--- src/rtl/mem_sched_pkg.sv ---
// Shared encodings for the unified memory port scheduler.
// Holds the FSM states, the request types and the arbitration rule.
package mem_sched_pkg;

    localparam int unsigned ST_W = 2;

    localparam logic [1:0] ST_IDLE  = 2'd0;
    localparam logic [1:0] ST_FETCH = 2'd1;
    localparam logic [1:0] ST_DATA  = 2'd2;

    typedef enum logic [1:0] {
        REQ_NONE  = 2'd0,
        REQ_FETCH = 2'd1,
        REQ_DATA  = 2'd2
    } req_t;

    // Data always wins; a fetch is only worth starting into an empty buffer.
    function automatic req_t arbitrate(input logic d_req, input logic if_req,
                                       input logic buf_empty);
        req_t r;
        r = REQ_NONE;
        if (d_req) begin
            r = REQ_DATA;
        end else if (if_req && buf_empty) begin
            r = REQ_FETCH;
        end
        return r;
    endfunction

endpackage

--- src/rtl/mem_port_scheduler_fetch_buf.sv ---
// One-entry fetched-instruction register with kill handling.
// The drop flag marks an in-flight fetch whose result must be thrown away.
module fetch_buf #(
    parameter int unsigned DATA_W = 32
) (
    input  logic              clk,
    input  logic              rst,
    input  logic              load,
    input  logic              consume,
    input  logic              kill,
    input  logic              fetch_busy,
    input  logic [DATA_W-1:0] load_data,
    output logic              buf_valid,
    output logic [DATA_W-1:0] buf_inst,
    output logic              drop
);

    always_ff @(posedge clk) begin
        if (rst) begin
            buf_valid <= 1'b0;
            buf_inst  <= '0;
            drop      <= 1'b0;
        end else begin
            // Kill beats a same-cycle load; a pending drop swallows the load.
            if (kill) begin
                buf_valid <= 1'b0;
            end else if (load && !drop) begin
                buf_valid <= 1'b1;
                buf_inst  <= load_data;
            end else if (consume) begin
                buf_valid <= 1'b0;
            end

            // A kill at completion is handled by the load gate above, so
            // completion always retires the flag.
            if (load) begin
                drop <= 1'b0;
            end else if (kill && fetch_busy) begin
                drop <= 1'b1;
            end
        end
    end

endmodule

--- src/rtl/mem_port_scheduler.sv ---
// Arbitrates one single-ported I/D memory between IF and MEM stages.
// Data has priority; an in-flight fetch always runs to completion.
module mem_port_scheduler
    import mem_sched_pkg::*;
#(
    parameter int unsigned ADDR_W = 32,
    parameter int unsigned DATA_W = 32
) (
    input  logic              clk,
    input  logic              rst,
    input  logic              if_req,
    input  logic [ADDR_W-1:0] if_addr,
    input  logic              if_kill,
    output logic              if_valid,
    output logic [DATA_W-1:0] if_inst,
    input  logic              d_req,
    input  logic              d_we,
    input  logic [ADDR_W-1:0] d_addr,
    input  logic [DATA_W-1:0] d_wdata,
    output logic              d_valid,
    output logic [DATA_W-1:0] d_rdata,
    output logic              stall_pipe,
    output logic              stall_if,
    output logic              mem_req,
    output logic              mem_we,
    output logic [ADDR_W-1:0] mem_addr,
    output logic [DATA_W-1:0] mem_wdata,
    input  logic [DATA_W-1:0] mem_rdata,
    input  logic              mem_ready
);

    logic [ST_W-1:0]   state, state_nxt;
    logic              mem_req_nxt, mem_we_nxt, d_valid_nxt, do_arb;
    logic [ADDR_W-1:0] mem_addr_nxt;
    logic [DATA_W-1:0] mem_wdata_nxt, d_rdata_nxt;
    logic              fetch_done_c, drop, d_req_eff_c, buf_empty_c;
    req_t              req_c;

    assign stall_pipe   = d_req & ~d_valid;
    assign stall_if     = ~if_valid & ~stall_pipe;
    assign fetch_done_c = (state == ST_FETCH) & mem_ready;

    // d_req stays high through its own completion; don't issue it twice.
    assign d_req_eff_c  = d_req & ~d_valid & ~((state == ST_DATA) & mem_ready);
    assign buf_empty_c  = (~if_valid | if_kill) & ~(fetch_done_c & ~drop & ~if_kill);
    assign req_c        = arbitrate(d_req_eff_c, if_req, buf_empty_c);

    fetch_buf #(.DATA_W(DATA_W)) u_fetch_buf (
        .clk        (clk),
        .rst        (rst),
        .load       (fetch_done_c),
        .consume    (if_valid & ~stall_pipe),
        .kill       (if_kill),
        .fetch_busy (state == ST_FETCH),
        .load_data  (mem_rdata),
        .buf_valid  (if_valid),
        .buf_inst   (if_inst),
        .drop       (drop)
    );

    always_ff @(posedge clk) begin
        if (rst) begin
            state     <= ST_IDLE;
            mem_req   <= 1'b0;
            mem_we    <= 1'b0;
            mem_addr  <= '0;
            mem_wdata <= '0;
            d_valid   <= 1'b0;
            d_rdata   <= '0;
        end else begin
            state     <= state_nxt;
            mem_req   <= mem_req_nxt;
            mem_we    <= mem_we_nxt;
            mem_addr  <= mem_addr_nxt;
            mem_wdata <= mem_wdata_nxt;
            d_valid   <= d_valid_nxt;
            d_rdata   <= d_rdata_nxt;
        end
    end

    // Completion and re-arbitration share a cycle so accesses run back to back.
    always_comb begin
        state_nxt     = state;
        mem_req_nxt   = mem_req;
        mem_we_nxt    = mem_we;
        mem_addr_nxt  = mem_addr;
        mem_wdata_nxt = mem_wdata;
        d_valid_nxt   = 1'b0;
        d_rdata_nxt   = d_rdata;
        do_arb        = 1'b0;

        case (state)
            ST_IDLE:  do_arb = 1'b1;
            ST_FETCH: do_arb = mem_ready;
            ST_DATA: begin
                do_arb = mem_ready;
                if (mem_ready) begin
                    d_valid_nxt = 1'b1;
                    if (!mem_we) begin
                        d_rdata_nxt = mem_rdata;
                    end
                end
            end
            default: begin
                state_nxt   = ST_IDLE;
                mem_req_nxt = 1'b0;
            end
        endcase

        if (do_arb) begin
            case (req_c)
                REQ_DATA: begin
                    state_nxt     = ST_DATA;
                    mem_req_nxt   = 1'b1;
                    mem_we_nxt    = d_we;
                    mem_addr_nxt  = d_addr;
                    mem_wdata_nxt = d_wdata;
                end
                REQ_FETCH: begin
                    state_nxt    = ST_FETCH;
                    mem_req_nxt  = 1'b1;
                    mem_we_nxt   = 1'b0;
                    mem_addr_nxt = if_addr;
                end
                default: begin
                    state_nxt   = ST_IDLE;
                    mem_req_nxt = 1'b0;
                    mem_we_nxt  = 1'b0;
                end
            endcase
        end
    end

endmodule

--- config.mk ---
export PLATFORM = sky130hd
export DESIGN_NAME = mem_port_scheduler
export DESIGN_NICKNAME = d
export VERILOG_FILES = /design/src/rtl/mem_sched_pkg.sv /design/src/rtl/mem_port_scheduler_fetch_buf.sv /design/src/rtl/mem_port_scheduler.sv
export SDC_FILE = /design/constraint.sdc
export NUM_CORES = 1
export LEC_CHECK = 0
export CAP_MARGIN = 40
export CELL_PAD_IN_SITES_DETAIL_PLACEMENT = 1
export CELL_PAD_IN_SITES_GLOBAL_PLACEMENT = 1
export CORE_MARGIN = 5
export CORE_UTILIZATION = 28
export CTS_CLUSTER_SIZE = 10
export DETAILED_ROUTE_END_ITERATION = 10
export PLACE_DENSITY = 0.78
export SETUP_SLACK_MARGIN = 0.5
export SLEW_MARGIN = 5
export SYNTH_ARGS = -nofsm -noshare
export SYNTH_HDL_FRONTEND = slang
export SYNTH_SLANG_ARGS = --single-unit
--- constraint.sdc ---
create_clock -name clk -period 2.6 [get_ports clk]
set_input_delay 0.65 -clock clk [delete_from_list [all_inputs] [get_ports clk]]
set_output_delay 0.65 -clock clk [all_outputs]
set_load 0.05 [all_outputs]
==> results of run 1 <==
[registers in the layout, indices dropped and copies added (netlist names)]
register               flops
mem_req                    1
mem_wdata                 32
u_fetch_buf.buf_valid      1
mem_we                     1
mem_addr                  32
d_valid                    1
u_fetch_buf.drop           1
d_rdata                   32
u_fetch_buf.buf_inst      32
state                      2
[synth_stat cells (4+ instances only)]
master,number,area share [%]
clkbuf_1,16,1.2
nor2_1,11,0.80
buf_6,10,2.2
ha_1,4,0.97
o221a_2,32,7.0
inv_1,35,2.6
a21oi_1,129,13
nand2_1,195,14
nand2b_1,4,0.49
buf_2,13,1.3
dfxtp_1,135,53
[worst paths after layout]
| check | startpoint | endpoint | slack, ns | cells past startpoint |
|---|---|---|---|---|
| worst max register to register | state[0] | mem_addr[20] | 0.66 | 7 |
| worst max-delay path | u_fetch_buf.buf_valid | if_valid | 0.54 | 1 |
| worst min register to register | u_fetch_buf.buf_inst[28] | u_fetch_buf.buf_inst[28] | 0.45 | 2 |
| worst min-delay path | u_fetch_buf.buf_inst[28] | u_fetch_buf.buf_inst[28] | 0.45 | 2 |
[logic make-up (layout without fill, tap and decap cells)]
group,Yosys count,count (layout),synth area share (%)
other,0,1,0
AO/OA/AOI/OAI,169,169,20.9
buffers and inverters,79,350,8.36
flip-flops,135,135,52.5
AND/OR/NAND/NOR,222,222,17.3
adder cells (fa/ha/maj),4,4,0.973
[area by class of cell]
class,instances,share of cell area (%)
timing repair buffer,283,32.0
sequential,135,31.5
multi-input combinational,395,23.8
clock buffer,22,5.52
tap,229,3.34
clock inverter,10,2.22
inverter,35,1.57
antenna,1,0.0291
[per-stage QoR]
| step | power [mW] | instances | util (%) | setup slack (ns) | area (sq um) |
|---|---|---|---|---|---|
| after CTS | 6.65 | 1109 | 47.6 | 0.457 | 8580 |
| final | 6.55 | 1110 | 47.6 | 0.538 | 8590 |
| after floorplan | 3.33 | 609 | - | 0.547 | 5170 |
| after detailed placement | 4.00 | 1075 | 44.8 | 0.129 | 8070 |
| after global placement | 3.97 | 1075 | 44.8 | 0.161 | 8070 |
| after global routing | 6.83 | 1109 | 47.6 | 0.461 | 8580 |
[timing repair]
action                                  in CTS  in global routing
pin swaps                                    1                  0
setup buffers                                2                  0
resized for setup                          133                  2
endpoints found under the setup margin     134                 65
[routing by layer]
| layer | vias to the layer above | share of wire [%] |
|---|---|---|
| li1 | 2546 | - |
| met1 | 2414 | 41 |
| met2 | 178 | 48 |
| met3 | 30 | 8.7 |
| met4 | 2 | 2.0 |
| met5 | - | 0.067 |
[power groups by stage]
stage | Combinational [mW] | Clock [mW] | Sequential (mW)
after floorplan | 0.449 | 0 | 2.88
after global placement | 1.62 | 0 | 2.35
after detailed placement | 1.64 | 0 | 2.36
after CTS | 1.55 | 2.79 | 2.31
after global routing | 1.62 | 2.89 | 2.32
final | 1.53 | 2.72 | 2.31
==> flow_summary.yaml, run 1 <==
setup_path:
  worstPathRequired_ns: 1.95
  cp_cell_sequence: "clkdlybuf4s15_1"
  worstSetupPathType: "register to output port"
  slowest_delay_ns: 0.58
  cp-start-kind: "register"
  critPathMaxFanout: 3
  crit_buf_inv: 1
  crit_family: "buffers and inverters"
  critPathSlowestCell: "clkdlybuf4s15_1"
  arrival_ns: 1.41
  endpoint_kind: "output port"
final_layout:
  layout_commonest_cell: "nand2_1"
  mostFrequentLayoutCells: "nand2_1, dfxtp_1, dlygate4sd2_1"
  seqCellArea_sq_um: 2700
  fillers: 2099
  nNetsFinal: 1006
  layout-drive-gt1-share_pct: 10.9
  syn2layout_area_growth_pct: 66.8
  multi_input_area_sq_um: 2040
die:
  core_area_sq_um: 18000
  die_h_um: 146
  design.die.area_sq_um: 21200
  pin_count: 269
  start_util_pct: 28.6
  rows: 49
  die-width_um: 146
drt:
  wire_per_inst_um: 17.5
  viasPerCell: 4.66
  finalWirelength_um: 19400
  drtIter0Drc: 153
  drc: 0
  vias: 5170
  postRouteAntennaNets: 0
  first_pass_iters: 4
clock_tree:
  path_clk_slew_ns: 0.05
  htree_levels: 4
  clock_latency_ns: 0.42
  clockRootBuffer: "clkbuf_16"
  cts_max_path_buffers: 2
  cts.hold.buffers_added: 0
  cts_made_buffers: 17
  clkSinkCount: 135
  cts_tree: "built"
timing:
  slew_violations: 0
  hold_slack_ns: 0.451
  rsz0062_at_grt: "yes"
  fmax_ghz: 0.485
  worst_pin_slew_ns: 0.593
  tns_ns: 0
  finalCriticalPeriod_ns: 2.06
  hold_viol: 0
  fin_skew_ns: 0.00889
  slew_headroom_pct: 60.6
  min_period_over_period_pct: 79.3
  finalSetupViolations: 0
grt:
  grt_max_degree: 80
  grt_pass1_wl_um: 30400
  antenna_found_initial: 2
  overflow: 0
  grt_util_all_layers_pct: 17.9
  grt_pass1_vias: 5493
  use_met1_pct: 20.6
  grt_use_met2_pct: 30.1
  busiest_layer: "met2"
  gr-usage-met3_pct: 7.69
yosys:
  synthesis.nets: 748
  syn_area_sq_um: 5150
  synth_edf_count: 0
  yosysSeqAreaShare_pct: 52.5
  syn_inst: 609
  async_flop_share_pct: 0
  synth-seq-cells: 135
  synth.distinct_cells: 26
  syn_area_per_cell_sq_um: 8.45
  yosys_warnings: 0
  synthFlopType: "dfxtp_1"
power_and_ir_drop:
  internal-power_mw: 4.56
  p_switching_mw: 1.99
  power_density_nw_per_um2: 763
  seq_power_share_pct: 35.2
  leakage_nw: 3.82
  comb_power_share_pct: 23.3
  vdd_drop_max_v: 0.000517
  swShare_pct: 30.4
  share_clk_of_total_power_pct: 41.5
job:
  drv_cap: 0
place:
  gp_congestion: 0.746
  hpwl_um: 14000
  io_buffers: 268
worst_hold_path:
  holdCritPathClass: "register to register"
run_status:
  status: "completed"
No activity file was read; power rests on OpenSTA's default activity.
==> run 2: changes to the inputs <==
--- a/config.mk
+++ b/config.mk
@@ -9,10 +9,10 @@
 export CELL_PAD_IN_SITES_DETAIL_PLACEMENT = 1
 export CELL_PAD_IN_SITES_GLOBAL_PLACEMENT = 1
 export CORE_MARGIN = 5
-export CORE_UTILIZATION = 28
+export CORE_UTILIZATION = 25
 export CTS_CLUSTER_SIZE = 10
 export DETAILED_ROUTE_END_ITERATION = 10
-export PLACE_DENSITY = 0.78
+export PLACE_DENSITY = 0.73
 export SETUP_SLACK_MARGIN = 0.5
 export SLEW_MARGIN = 5
 export SYNTH_ARGS = -nofsm -noshare
==> constraint.sdc (replaced) <==
create_clock -name clk -period 1.8 [get_ports clk]
set_input_delay 0.45 -clock clk [delete_from_list [all_inputs] [get_ports clk]]
set_output_delay 0.45 -clock clk [all_outputs]
set_load 0.05 [all_outputs]
==> flow_summary.yaml, run 2 (same netlist as run 1, synthesis figures left out) <==
setup_path:
  critPathMaxFanout: 8
  reg2reg_to: "mem_wdata[30]"
  cp-start-kind: "register"
  worstPathRequired_ns: 2.09
  crit_family: "simple AND/OR/NAND/NOR gates"
  rrSetupSlack_ns: -0.03
  crit_buf_inv: 3
  r2r_cells: 8
  slowest_delay_ns: 0.59
  worstSetupPathType: "register to register"
  endpoint_kind: "register"
  critPathSlowestCell: "or4_4"
  arrival_ns: 2.12
  cp_cell_sequence: "inv_4 > ha_4 > and2_4 > or4_4 > buf_6 > buf_12 > nand2_2 > a21oi_2"
  r2r_start: "state[0]"
timing:
  fmax_ghz: 0.546
  rsz0062_at_grt: "yes"
  slew_violations: 0
  fin_skew_ns: 0.0191
  layout_setup_ws_ns: -0.0324
  finalSetupViolations: 23
  finalCriticalPeriod_ns: 1.83
  worst_pin_slew_ns: 0.475
  min_period_over_period_pct: 102
  hold_slack_ns: 0.452
  slew_headroom_pct: 68.3
  hold_viol: 0
die:
  core_area_sq_um: 20200
  pin_count: 269
  rows: 52
  die_h_um: 153
  die-width_um: 153
  start_util_pct: 25.4
  design.die.area_sq_um: 23600
drt:
  finalWirelength_um: 22300
  vias: 5514
  first_pass_iters: 4
  postRouteAntennaNets: 0
  viasPerCell: 4.58
  drc: 0
  drtIter0Drc: 212
  wire_per_inst_um: 18.5
place:
  dpl_cell_area_sq_um: 8060
  io_buffers: 268
  hpwl_um: 13800
  gp_congestion: 0.745
  dp_slack_ns: -0.486
worst_hold_path:
  whs_path_depth: 2
  min_from: "u_fetch_buf.buf_inst[30]"
  holdCritPathClass: "register to register"
  hold_path_end: "u_fetch_buf.buf_inst[30]"
clock_tree:
  htree_levels: 4
  cts_made_buffers: 17
  path_clk_slew_ns: 0.06
  cts.hold.buffers_added: 0
  cts_tree: "built"
  cts_max_path_buffers: 2
  clock_latency_ns: 0.42
  clkSinkCount: 135
  clockRootBuffer: "clkbuf_16"
final_layout:
  layout-drive-gt1-share_pct: 43.2
  design_area_sq_um: 10000
  fillers: 2213
  mostFrequentLayoutCells: "nand2_1, buf_4, clkdlybuf4s50_1"
  syn2layout_area_growth_pct: 94.7
  layout_commonest_cell: "nand2_1"
  nNetsFinal: 1058
power_and_ir_drop:
  power_density_nw_per_um2: 972
  vdd_drop_max_v: 0.000597
  leakage_nw: 4.09
  power.total_mw: 9.74
grt:
  grt_pass1_vias: 5602
  grt_util_all_layers_pct: 17.1
  overflow: 0
  grt_max_degree: 45
  grt_pass1_wl_um: 32000
  antenna_found_initial: 1
job:
  drv_cap: 0
run_status:
  status: "finished, violations left"
  failed_checks: "setup timing"
[run 2: how the worst max path moves through the flow]
stage,from,endpoint,slack (ns),cells after the start
2_1_floorplan,d_valid,mem_addr[0],0.02,6
3_5_place_dp,mem_ready,mem_wdata[9],-0.49,6
4_1_cts,d_valid,stall_if,-0.03,5
6_report,state[0],mem_wdata[30],-0.03,8
5_1_grt,state[0],mem_wdata[30],-0.09,8
3_3_place_gp,mem_ready,mem_wdata[31],-0.47,6
[run 2: tightest hold or removal path: stages (launching register included)]
cell     delay [ns]
dfxtp_1        0.31
nand2_1        0.05
a21oi_1        0.05
[run 2: area by class of cell]
class / count / area, sq um / share of cell area [%]
tap: 270 / 338 / 3.37
inverter: 35 / 140 / 1.40
sequential: 135 / 2740 / 27.4
timing repair buffer: 335 / 3560 / 35.6
multi-input combinational: 395 / 2660 / 26.6
clock buffer: 20 / 447 / 4.46
clock inverter: 12 / 128 / 1.27
antenna: 1 / 2.50 / 0.0250
[run 2: where the power goes]
| part | leakage (nW) | internal (mW) | switching, mW |
|---|---|---|---|
| clock network | 0.284 | 2.08 | 1.36 |
| logic | 2.69 | 1.28 | 1.63 |
| registers | 1.11 | 3.22 | 0.170 |
[run 2: stage by stage]
stage	setup TNS [ns]	util, %	instances
floorplan	0	-	609
global placement	-40.71	39.8	1134
detailed placement	-44.69	39.8	1134
CTS	-0.407	46.4	1189
global route	-4.23	49.5	1203
finish	-0.320	49.5	1203
[run 2: timing repair]
item,4_1_cts,5_1_grt
hold endpoints to repair,0,0
endpoints found under the setup margin,267,267
cloned,9,5
pin swaps,22,40
gates resized for setup,107,122
setup buffers,14,8
[run 2: metal layers]
layer	track usage (%)	wire [um]	vias up
li1	-	-	2665
met1	20.4	8950	2663
met2	29.4	11500	164
met3	5.46	1360	22
met4	5.30	430	0
met5	0	0	-
==> run 3: changes to the inputs <==
--- a/config.mk
+++ b/config.mk
@@ -5,14 +5,17 @@
 export SDC_FILE = /design/constraint.sdc
 export NUM_CORES = 1
 export LEC_CHECK = 0
+export ABC_AREA = 1
 export CAP_MARGIN = 40
 export CELL_PAD_IN_SITES_DETAIL_PLACEMENT = 1
 export CELL_PAD_IN_SITES_GLOBAL_PLACEMENT = 1
+export CORE_ASPECT_RATIO = 1.1
 export CORE_MARGIN = 5
 export CORE_UTILIZATION = 25
 export CTS_CLUSTER_SIZE = 10
 export DETAILED_ROUTE_END_ITERATION = 10
-export PLACE_DENSITY = 0.73
+export HOLD_SLACK_MARGIN = 0.02
+export PLACE_DENSITY = 0.74
 export SETUP_SLACK_MARGIN = 0.5
 export SLEW_MARGIN = 5
 export SYNTH_ARGS = -nofsm -noshare
==> flow_summary.yaml, run 3 <==
final_layout:
  design_area_sq_um: 11400
  mostFrequentLayoutCells: "nor2_1, clkdlybuf4s50_1, buf_4"
  layout-drive-gt1-share_pct: 43.6
  n_antenna_cell: 0
  fin_util_pct: 51.8
  nNetsFinal: 1275
  syn2layout_area_growth_pct: 105
  layout_commonest_cell: "nor2_1"
  layout.cells.non_filler: 1444
yosys:
  synth.largest_area_cell: "dfxtp_1"
  netlist_top_cells_area: "dfxtp_1, nor2_1, nand2_1"
  yosysMostFrequentCell: "nor2_1"
  yosysSeqAreaShare_pct: 48.7
  synthesis.nets: 932
  syn_area_per_cell_sq_um: 7.00
  synthDominantCellAreaShare_pct: 48.7
  synth_top_cells_by_count: "nor2_1, nand2_1, dfxtp_1, o21ai_0, inv_1"
  synthFlopType: "dfxtp_1"
  yosys_warnings: 0
  synth_edf_count: 0
  syn_area_sq_um: 5550
  synth.distinct_cells: 25
  synth-seq-cells: 135
  async_flop_share_pct: 0
  syn_inst: 793
timing:
  fin_skew_ns: 0.0137
  worst_pin_slew_ns: 0.258
  rsz0062_at_grt: "yes"
  fmax_ghz: 0.559
  finalCriticalPeriod_ns: 1.79
  slew_violations: 0
  slew_headroom_pct: 82.8
  tns_ns: 0
  hold_slack_ns: 0.480
  finalSetupViolations: 0
  hold_viol: 0
  min_period_over_period_pct: 99.4
die:
  die_h_um: 166
  core_area_sq_um: 22000
  design.die.area_sq_um: 25300
  start_util_pct: 25.3
  rows: 57
  die-width_um: 152
  pin_count: 269
power_and_ir_drop:
  power_density_nw_per_um2: 1010
  p_switching_mw: 4.19
  swShare_pct: 36.5
  comb_power_share_pct: 37.8
  vdd_drop_max_v: 0.000631
  internal-power_mw: 7.30
  leakage_nw: 5.07
  seq_power_share_pct: 30.9
  share_clk_of_total_power_pct: 31.3
place:
  io_buffers: 268
  dpl_cell_area_sq_um: 8480
  gp_congestion: 0.733
  hpwl_um: 15400
  dp_cells: 1345
setup_path:
  cp-start-kind: "register"
  arrival_ns: 2.10
  rrSetupSlack_ns: 0.01
  endpoint_kind: "register"
  worstSetupPathType: "register to register"
  critPathMaxFanout: 8
  worstPathRequired_ns: 2.11
clock_tree:
  cts_max_path_buffers: 2
  cts_tree: "built"
  cts.hold.buffers_added: 0
  htree_levels: 4
  clkSinkCount: 135
  clock_latency_ns: 0.42
  path_clk_slew_ns: 0.07
  clockRootBuffer: "clkbuf_16"
  cts_made_buffers: 17
grt:
  antenna_found_initial: 1
  grt_pass1_vias: 6997
  overflow: 0
  grt_util_all_layers_pct: 18.8
  grt_pass1_wl_um: 38300
  grt_max_degree: 43
drt:
  finalWirelength_um: 26800
  drtIter0Drc: 186
  vias: 6541
  viasPerCell: 4.53
  first_pass_iters: 4
  drc: 0
  postRouteAntennaNets: 0
  wire_per_inst_um: 18.6
worst_hold_path:
  holdCritPathClass: "register to register"
run_status:
  status: "completed"
job:
  drv_cap: 0
## run 3: what timing repair did
action,4_1_cts,5_1_grt
cloned,15,2
pin swaps,51,37
setup endpoints to repair,266,267
buffers inserted,22,28
gates resized for setup,179,315
endpoints found under the hold margin,0,0
## run 3: routing by layer
metal  part of all wire (%)  track usage (%)  vias up  routed length (um)
met2                     53             34.0      196               14300
met4                    2.1             5.20        0                 568
met3                    6.5             6.85       36                1730
met5                      0                0        -                   0
met1                     38             20.8     3150               10200
li1                       -                -     3159                   -
## run 3: cells by family (layout without fill, tap and decap cells)
family	count (synthesis)	in the layout	share of synthesized area [%]
flip-flops	135	135	48.7
AO/OA/AOI/OAI	103	103	9.49
adder cells (fa/ha/maj)	4	4	0.902
buffers and inverters	107	461	9.02
AND/OR/NAND/NOR	444	446	31.9
## run 3: final timing paths
path | from | to | cells past startpoint
worst min-delay path | u_fetch_buf.buf_inst[11] | u_fetch_buf.buf_inst[11] | 2
worst max-delay path | state[0] | mem_wdata[17] | 10
worst max register to register | state[0] | mem_wdata[17] | 10
worst min register to register | u_fetch_buf.buf_inst[11] | u_fetch_buf.buf_inst[11] | 2
## run 3: worst max-delay path, cell delays in order (launching register included)
cell,delay [ns]
dfxtp_2,0.36
inv_2,0.07
ha_4,0.27
nand2_4,0.05
a21oi_4,0.23
buf_12,0.15
nand2_8,0.09
buf_6,0.14
buf_16,0.14
o21ai_2,0.13
nor2_1,0.08
## run 3: per-stage QoR
stage	worst slack [ns]	power, mW
2_1_floorplan	0.204	5.42
6_report	0.0107	11.5
3_3_place_gp	-0.301	6.51
3_5_place_dp	-0.314	6.56
5_1_grt	-0.0775	12.0
4_1_cts	0.0918	10.9
## run 3: power groups by stage
stage               registers, mW  logic [mW]  clock network, mW
finish                       3.54        4.35               3.60
global route                 3.58        4.60               3.83
CTS                          3.45        3.78               3.67
detailed placement           3.51        3.05                  0
global placement             3.50        3.01                  0
floorplan                    4.49       0.935                  0
## run 3: layout make-up
cell class	count	area [sq um]
Inverter	57	253
Sequential cell	135	2810
Multi-Input combinational cell	553	3090
Clock buffer	18	429
Tap cell	295	369
Fill cell	2544	10600
Timing Repair Buffer	372	4250
Clock inverter	14	161
